$ cat config.mk
export PLATFORM = sky130hd
export DESIGN_NAME = pwrmgr_wake_ctrl
export DESIGN_NICKNAME = d
export VERILOG_FILES = /design/src/rtl/pwrmgr_pkg.sv /design/src/rtl/pwrmgr_wake_filter.sv /design/src/rtl/pwrmgr_wake_ctrl.sv
export SDC_FILE = /design/constraint.sdc
export NUM_CORES = 1
export LEC_CHECK = 0
export ABC_AREA = 1
export BUFFER_PORTS_ARGS = -buffer_cell sky130_fd_sc_hd__buf_2
export CAP_MARGIN = 20
export CORE_MARGIN = 5
export CORE_UTILIZATION = 50
export CTS_CLUSTER_SIZE = 28
export DETAILED_ROUTE_END_ITERATION = 12
export PLACE_DENSITY = 0.79
export RECOVER_POWER = 100
export REMOVE_ABC_BUFFERS = 1
export SLEW_MARGIN = 15
export SYNTH_ARGS = -nofsm -noshare
export SYNTH_HDL_FRONTEND = slang
export SYNTH_SLANG_ARGS = --single-unit
$ cat constraint.sdc
create_clock -name clk_i -period 1.6 [get_ports clk_i]
set_input_delay 0.32 -clock clk_i [delete_from_list [all_inputs] [get_ports clk_i]]
set_output_delay 0.32 -clock clk_i [all_outputs]
set_load 0.02 [all_outputs]
$ cat src/rtl/pwrmgr_pkg.sv
// Shared types and constants for the pwrmgr wakeup/reset-request controller.
package pwrmgr_pkg;

    localparam int unsigned WakeIdxW = 4;

    // Sparse codes so that a single flipped bit never lands on another legal state.
    typedef enum logic [3:0] {
        Idle  = 4'b0011,
        Armed = 4'b0101,
        Req   = 4'b1001,
        Done  = 4'b1110
    } wake_ctrl_state_e;

endpackage

$ cat src/rtl/pwrmgr_wake_filter.sv
// Per-source stability filter: asserted after FilterCycles consecutive high samples.
// Counter only exists when PWRMGR_WAKE_FILTER_EN is defined; otherwise a pass-through.
module pwrmgr_wake_filter #(
    parameter int unsigned FilterCycles = 4
) (
    input  logic clk_i,
    input  logic rst_ni,
    input  logic run_i,
    input  logic in_i,
    output logic asserted_o
);

`ifdef PWRMGR_WAKE_FILTER_EN
    localparam int unsigned CntW = $clog2(FilterCycles + 1);
    localparam logic [CntW-1:0] CntMax = CntW'(FilterCycles);

    logic [CntW-1:0] cnt_q;

    always_ff @(posedge clk_i or negedge rst_ni) begin
        if (!rst_ni) begin
            cnt_q <= '0;
        end else if (!run_i || !in_i) begin
            cnt_q <= '0;
        end else if (cnt_q != CntMax) begin
            cnt_q <= cnt_q + 1'b1;
        end
    end

    assign asserted_o = (cnt_q == CntMax);
`else
    logic unused_clk_rst;
    assign unused_clk_rst = clk_i ^ rst_ni;
    assign asserted_o     = in_i & run_i;
`endif

endmodule

$ cat src/rtl/pwrmgr_wake_ctrl.sv
// Arbitrates filtered wakeup/reset-request sources into a held request for the slow FSM.
// Optional stability filtering is enabled with PWRMGR_WAKE_FILTER_EN.
module pwrmgr_wake_ctrl
    import pwrmgr_pkg::*;
#(
    parameter int unsigned NumWkups     = 6,
    parameter int unsigned NumRstReqs   = 2,
    parameter int unsigned FilterCycles = 4
) (
    input  logic                  clk_i,
    input  logic                  rst_ni,
    input  logic [NumWkups-1:0]   wakeups_i,
    input  logic [NumWkups-1:0]   wakeup_en_i,
    input  logic [NumRstReqs-1:0] rst_reqs_i,
    input  logic [NumRstReqs-1:0] rst_en_i,
    input  logic                  low_power_i,
    input  logic                  cause_toggle_i,
    input  logic                  clr_reason_i,
    output logic                  wakeup_o,
    output logic                  reset_req_o,
    output logic [NumWkups-1:0]   wake_reason_o,
    output logic [NumRstReqs-1:0] rst_reason_o,
    output logic [WakeIdxW-1:0]   wake_idx_o,
    output logic                  busy_o
);

    wake_ctrl_state_e        state_q;
    logic                    toggle_q;
    logic                    run;
    logic                    any_act;
    logic                    collect;
    logic [NumWkups-1:0]     wk_act;
    logic [NumRstReqs-1:0]   rst_act;

    function automatic logic [WakeIdxW-1:0] lowest_idx(input logic [NumWkups-1:0] v);
        lowest_idx = '0;
        for (int i = int'(NumWkups) - 1; i >= 0; i--) begin
            if (v[i]) lowest_idx = WakeIdxW'(i);
        end
    endfunction

    // Counters are held cleared while Idle so arming always starts a fresh count.
    assign run = (state_q != Idle);

    for (genvar i = 0; i < NumWkups; i++) begin : g_wk_filt
        pwrmgr_wake_filter #(.FilterCycles(FilterCycles)) u_filt (
            .clk_i      (clk_i),
            .rst_ni     (rst_ni),
            .run_i      (run),
            .in_i       (wakeups_i[i] & wakeup_en_i[i]),
            .asserted_o (wk_act[i])
        );
    end

    for (genvar i = 0; i < NumRstReqs; i++) begin : g_rst_filt
        pwrmgr_wake_filter #(.FilterCycles(FilterCycles)) u_filt (
            .clk_i      (clk_i),
            .rst_ni     (rst_ni),
            .run_i      (run),
            .in_i       (rst_reqs_i[i] & rst_en_i[i]),
            .asserted_o (rst_act[i])
        );
    end

    assign any_act = (|wk_act) | (|rst_act);
    // Armed only leaves with a capture when something is asserted, so both states can OR freely.
    assign collect = (state_q == Armed) || (state_q == Req);

    always_ff @(posedge clk_i or negedge rst_ni) begin
        if (!rst_ni) begin
            wake_reason_o <= '0;
            rst_reason_o  <= '0;
        end else begin
            wake_reason_o <= (clr_reason_i ? '0 : wake_reason_o) | (collect ? wk_act  : '0);
            rst_reason_o  <= (clr_reason_i ? '0 : rst_reason_o)  | (collect ? rst_act : '0);
        end
    end

    always_ff @(posedge clk_i or negedge rst_ni) begin
        if (!rst_ni) begin
            state_q     <= Idle;
            toggle_q    <= 1'b0;
            wakeup_o    <= 1'b0;
            reset_req_o <= 1'b0;
            wake_idx_o  <= '0;
            busy_o      <= 1'b0;
        end else begin
            case (state_q)
                Idle: begin
                    if (low_power_i) begin
                        state_q <= Armed;
                        busy_o  <= 1'b1;
                    end
                end
                Armed: begin
                    if (any_act) begin
                        state_q     <= Req;
                        toggle_q    <= cause_toggle_i;
                        reset_req_o <= |rst_act;
                        wakeup_o    <= ~(|rst_act);
                        wake_idx_o  <= (|rst_act) ? '0 : lowest_idx(wk_act);
                    end else if (!low_power_i) begin
                        state_q <= Idle;
                        busy_o  <= 1'b0;
                    end
                end
                Req: begin
                    // The slow FSM acknowledges by flipping its cause toggle.
                    if (cause_toggle_i != toggle_q) begin
                        state_q     <= Done;
                        wakeup_o    <= 1'b0;
                        reset_req_o <= 1'b0;
                        wake_idx_o  <= '0;
                    end
                end
                Done: begin
                    if (!low_power_i) begin
                        state_q <= Idle;
                        busy_o  <= 1'b0;
                    end
                end
                default: begin
                    state_q     <= Idle;
                    wakeup_o    <= 1'b0;
                    reset_req_o <= 1'b0;
                    wake_idx_o  <= '0;
                    busy_o      <= 1'b0;
                end
            endcase
        end
    end

endmodule

After elaboration in Yosys (flattened, before gate mapping):

Index checks and enable logic that the tools add are counted.

* flip-flop bits (word level): 20
* word-level logic and storage cells: 76

* equality and inequality tests: 10
* reductions and logical operators: 8
* bitwise operators: 22
* mux-type cells: 28

Operators by type and width (number)
* $mux 4: 12
* $and 1x1->1: 16
* $pmux 4 s4: 1
* $mux 6: 2
* $pmux 4 s3: 1
* $eq 4x4->1 const B: 2
* $mux 1: 6
* $ne 2x2->1 const B: 3
* $or 6x6->6: 1
* $pmux 1 s3: 2
* $reduce_and 3->1: 2
* $reduce_or 6->1: 1
* $eq 4x2->1 const B: 1
* $eq 4x3->1 const B: 1
* $mux 2: 2
* $ne 4x2->1 const B: 1
* $pmux 1 s4: 1
* $reduce_and 2->1: 2
* $reduce_or 2->1: 2
* $mux 3: 1
* $not 1->1: 3
* $ne 2x1->1 const B: 1
* $or 2x2->2: 1
* $logic_or 1x1->1: 1
* 2 further kinds: 2

Longest topological paths before layout:

* depth after elaboration: 11
* depth in mapped cells: 10
* mapped depth without buffers: 10

By module:

A second synthesis with hierarchy kept.

* cell total of the unflattened synthesis: 170
* area, all modules: 1168.6 µm²

By module, submodules not included
* pwrmgr_wake_ctrl: times used 1, seq. area each 478.0 µm², area an instance 1108.6 µm², cells an instance 154
* pwrmgr_wake_filter: times used 8, seq. area each 0.0 µm², area an instance 7.5 µm², cells an instance 2

Worst setup path before layout:

No wires, ideal clock.

* path kind: reg2reg
* start point: register state_q[0]
* end point: register busy_o
* setup slack: 0.239 ns
* cell stages (with the launch flop): 10
* arrival: 1.244 ns
* data required time: 1.483 ns
* library setup time: 0.117 ns
* cells stage by stage: dfstp_2 > nand2_2 > clkinv_2 > nand2_4 > o21ai_2 > nand2_4 > o21ai_4 > nand3_1 > nand2_1 > nand2_1

* cells in the longest elaborated chain, start to end: 6
* elaborated cells between the ends (all ways): 21
* classes of those cells: eq/ne (7); mux (1); bitwise (10); reduce/logical (3)

RTL lines
* start: declaration: RTL line pwrmgr_wake_ctrl.sv:27 `wake_ctrl_state_e state_q;`
* start signal: assignment: RTL line pwrmgr_wake_ctrl.sv:81 `state_q <= Idle;`
* start signal: assignment: RTL line pwrmgr_wake_ctrl.sv:91 `state_q <= Armed;`
* start signal: assignment: RTL line pwrmgr_wake_ctrl.sv:97 `state_q <= Req;`
* $ne 4x2->1: RTL line pwrmgr_wake_ctrl.sv:43 `assign run = (state_q != Idle);`
* $and 1x1->1: RTL line pwrmgr_wake_filter.sv:33 `assign asserted_o = in_i & run_i;`
* $reduce_or 6->1 / $reduce_or 2->1 (equally long branches): RTL line pwrmgr_wake_ctrl.sv:65 `assign any_act = (|wk_act) | (|rst_act);`
* $or 1x1->1: RTL line pwrmgr_wake_ctrl.sv:65
* $ne 2x2->1 (no source line)
* $reduce_and 3->1 (no source line)
* end signal: assignment: RTL line pwrmgr_wake_ctrl.sv:86 `busy_o <= 1'b0;`
* end signal: assignment: RTL line pwrmgr_wake_ctrl.sv:92 `busy_o <= 1'b1;`
* end signal: assignment: RTL line pwrmgr_wake_ctrl.sv:104 `busy_o <= 1'b0;`
* end: declaration: RTL line pwrmgr_wake_ctrl.sv:24 `output logic busy_o`

Several ways; a longest one is shown, not always the timed one.
A chain may end at the register's enable or synchronous reset.

Final worst setup path:

* start point: register state_q[1]
* end point: register wake_idx_o[2]

* cells in the longest elaborated chain, start to end: 11
* elaborated cells between the ends (all ways): 30
* classes of those cells: eq/ne (7); mux (9); bitwise (10); reduce/logical (4)

RTL lines
* $ne 4x2->1: RTL line pwrmgr_wake_ctrl.sv:43
* $and 1x1->1: RTL line pwrmgr_wake_filter.sv:33
* $mux 3: RTL line pwrmgr_wake_ctrl.sv:38 `if (v[i]) lowest_idx = WakeIdxW'(i);`
* $mux 4 (5 in series): RTL line pwrmgr_wake_ctrl.sv:38
* $mux 4: RTL line pwrmgr_wake_ctrl.sv:101 `wake_idx_o <= (|rst_act) ? '0 : lowest_idx(wk_act);`
* $mux 4: RTL line pwrmgr_wake_ctrl.sv:96 `if (any_act) begin`
* $pmux 4 s3: RTL line pwrmgr_wake_ctrl.sv:88 `case (state_q)`
* end signal: assignment: RTL line pwrmgr_wake_ctrl.sv:101
* end: declaration: RTL line pwrmgr_wake_ctrl.sv:23 `output logic [WakeIdxW-1:0] wake_idx_o,`

Several ways; a longest one is shown, not always the timed one. The select of a mux whose other input is x is not followed.

==> results.tsv <==
metric	value	unit
synthesized area	0.00113	mm²
Antenna Violating Nets Remaining	0	
first-pass GRT wire length	4.35	mm
post-route total power	2.47	mW
vias in the first global route	1015	
violation count after the first detailed-route iteration	21	
Final Routed Wirelength	2.72	mm
number of distinct library cells after synthesis	30	
largest net degree at the start of global routing	20	
data required time of the worst path	1.84	ns
area overhead of the layout relative to synthesis	26.8	%
CTS buffer count	3	
count of yosys warnings during synthesis	0	
time the final worst path needs with I/O delays and setup	1.50	ns
Skew-Pair Late Insertion Delay	0.29	ns
share of the synthesized area in the top cell type	0.375	
number of H-tree levels	1	
result of the run	finished clean	
average cell area after synthesis	7.93	µm²
DIE WIDTH	57.6	µm
post-CTS clock slew at the launch and capture registers of the worst setup and hold paths	0.11	ns
Clock Skew	0.00218	ns
number of storage elements in the synthesis netlist	19	
Max Cap Viol	0	
Worst Setup Path Type	flop to flop	
Root Buffer Master	clkbuf_4	
top-level I/O count	36	
synth top area cells	dfrtp_1 (38%), nand2_1 (13%), inv_1 (10%), dfstp_2 (4.6%), nand4_1 (3.3%)	
Worst setup EP type	flop	
type of origin of the critical path	flop	
critical path, cell by cell	nand2_2, inv_4, nand2_8, o21ai_4, nand2_4, nor2_4, nand2_2, nand3_4, nand2_1, nand2_1	
detailed-route vias per instance	5.06	
Post-DP Area	0.00132	mm²
total number of vias	1088	
layout cell share with drive strength beyond 1	0.299	
CTS tree	done	
Hold Crit Class	primary input to flop	
leading register cell type out of synthesis	dfrtp_1	
Power Density	1720	mW/mm²
Bufs on Longest Clock Path	2	
crit path DAT	1.74	ns
leading area contributor after synthesis	dfrtp_1	
transition time of the tightest slew-check pin	1.05	ns
core box area	0.00219	mm²
Detail Placement HPWL	1.90	mm
DRC errors left	0	
maximum fanout encountered on the critical timing path	6	
slowest cell on the critical path	dfstp_2	
Core Rows	17	
post-synthesis instance total	143	
most common library cells after synthesis	nand2_1 (38), inv_1 (31), dfrtp_1 (17), nand4_1 (6)	
number of synthesized flops with an enable pin	0	
GRT Util Overall	0.160	
Fin. Hold Viols	0	
final estimated routing congestion in global placement	0.818	
Max Freq	666	MHz
Seq/Total Area, Yosys	0.422	
fraction of registers with async set or reset after synthesis	1.00	
clock sink count	19	
Leakage	0.801	nW
net total in the final layout	209	
finished layout cell area	0.00144	mm²
length of the first detailed-routing pass in iterations	4	
most used standard cell by instance count after synthesis	nand2_1	
DR WL/cell	12.6	µm
portion of the clock cycle consumed by the worst path in the final layout	0.939	
initial cell density of the core	0.517	
antenna violations before repair	0	
die area	0.00332	mm²
largest voltage drop on the vdd net	0.00108	V
final number of setup-violating endpoints	0	
total gr overflow	0	
fin. max-slew vios	0	
floorplan die height	57.6	µm
setup slack after placement	0.0855	ns
worst-case setup margin in the final layout	0.0981	ns
quantity of I/O buffers inserted on ports	34	
count of antenna diodes in the layout	0	
Crit path largest cell delay	0.58	ns
worst rel slew slack	0.303	
==> through the flow <==
| stage | hold slack (ns) | util | setup TNS (ns) | cells |
|---|---|---|---|---|
| 3_3_place_gp | 0.273 | 0.601 | 0 | 202 |
| 2_1_floorplan | 0.0244 | - | 0 | 140 |
| 4_1_cts | 0.313 | 0.617 | 0 | 207 |
| 5_1_grt | 0.313 | 0.656 | -0.0495 | 215 |
| 6_report | 0.312 | 0.656 | 0 | 215 |
| 3_5_place_dp | 0.285 | 0.601 | 0 | 202 |
==> layout by cell type (no fill, tap or decap), types with 4 or more instances in the layout <==
cell type and instances:
buf_4 7, nand3_1 5, o22ai_1 5, nand2_1 37, nor2_1 4, inv_1 31
buf_2 19, nand4_1 6, o21ai_4 5, clkbuf_1 16, dfrtp_1 17
==> layout make-up <==
| class | count | area [µm²] |
|---|---|---|
| fillers | 192 | 753 |
| inverters | 35 | 136 |
| flip-flops and latches | 19 | 478 |
| multi-input cells | 87 | 548 |
| well taps | 28 | 35.0 |
| clock buffers | 4 | 26.3 |
| repair buffers | 42 | 214 |
==> path summary, 6_finish.rpt <==
check	slack [ns]	from	end	cells after the start
max	0.1	state_q[1]	wake_idx_o[2]	10
min	0.31	wakeup_en_i[4]	wake_reason_o[4]	3
max reg2reg	0.1	state_q[1]	wake_idx_o[2]	10
min reg2reg	0.49	wakeup_o	wakeup_o	2
max in group asynchronous	0.25	rst_ni	reset_req_o	2
min in group asynchronous	0.73	rst_ni	toggle_q	2
==> worst max-delay path: cells and delay by family, from the launching register on <==
kind,cells,cell delay (ns)
and+or+nand+nor,8,0.69
AOI/OAI and AO/OA,1,0.10
buffers and inverters,1,0.08
DFF,1,0.58
==> routing by layer <==
metal,vias to the layer above,track usage,wire length (µm)
li1,533,-,-
met4,0,0.0397,28
met3,4,0.0245,136
met2,32,0.290,1460
met5,-,0,0
met1,519,0.197,1100
==> sequential cells by signal, indices dropped and copies added, names as in the netlist <==
register and flops:
wake_idx_o 3, wake_reason_o 6, busy_o 1, toggle_q 1, wakeup_o 1, reset_req_o 1, rst_reason_o 2, state_q 4
==> kinds of logic (layout without fill, tap and decap cells) <==
family                 Yosys count  count (layout)  share of synthesized area
AOI/OAI and AO/OA               19              19                      0.135
buffers and inverters           38              81                      0.139
DFF                             19              19                      0.422
other                            1               1                    0.00331
and+or+nand+nor                 66              67                      0.301
==> power by group <==
group	switching, mW	internal, mW	total [mW]
Combinational	0.941	0.550	1.49
Sequential	0.110	0.629	0.739
Clock	0.147	0.0966	0.244
Total	1.20	1.28	2.47
==> timing repair <==
action                     4_1_cts  5_1_grt
setup endpoints to repair        0        7
hold buffers                     1        0
buffers inserted                 0        7
resized for setup                0        7
hold endpoints to repair        17        0
Note: power is estimated with default switching activity, not from simulation.
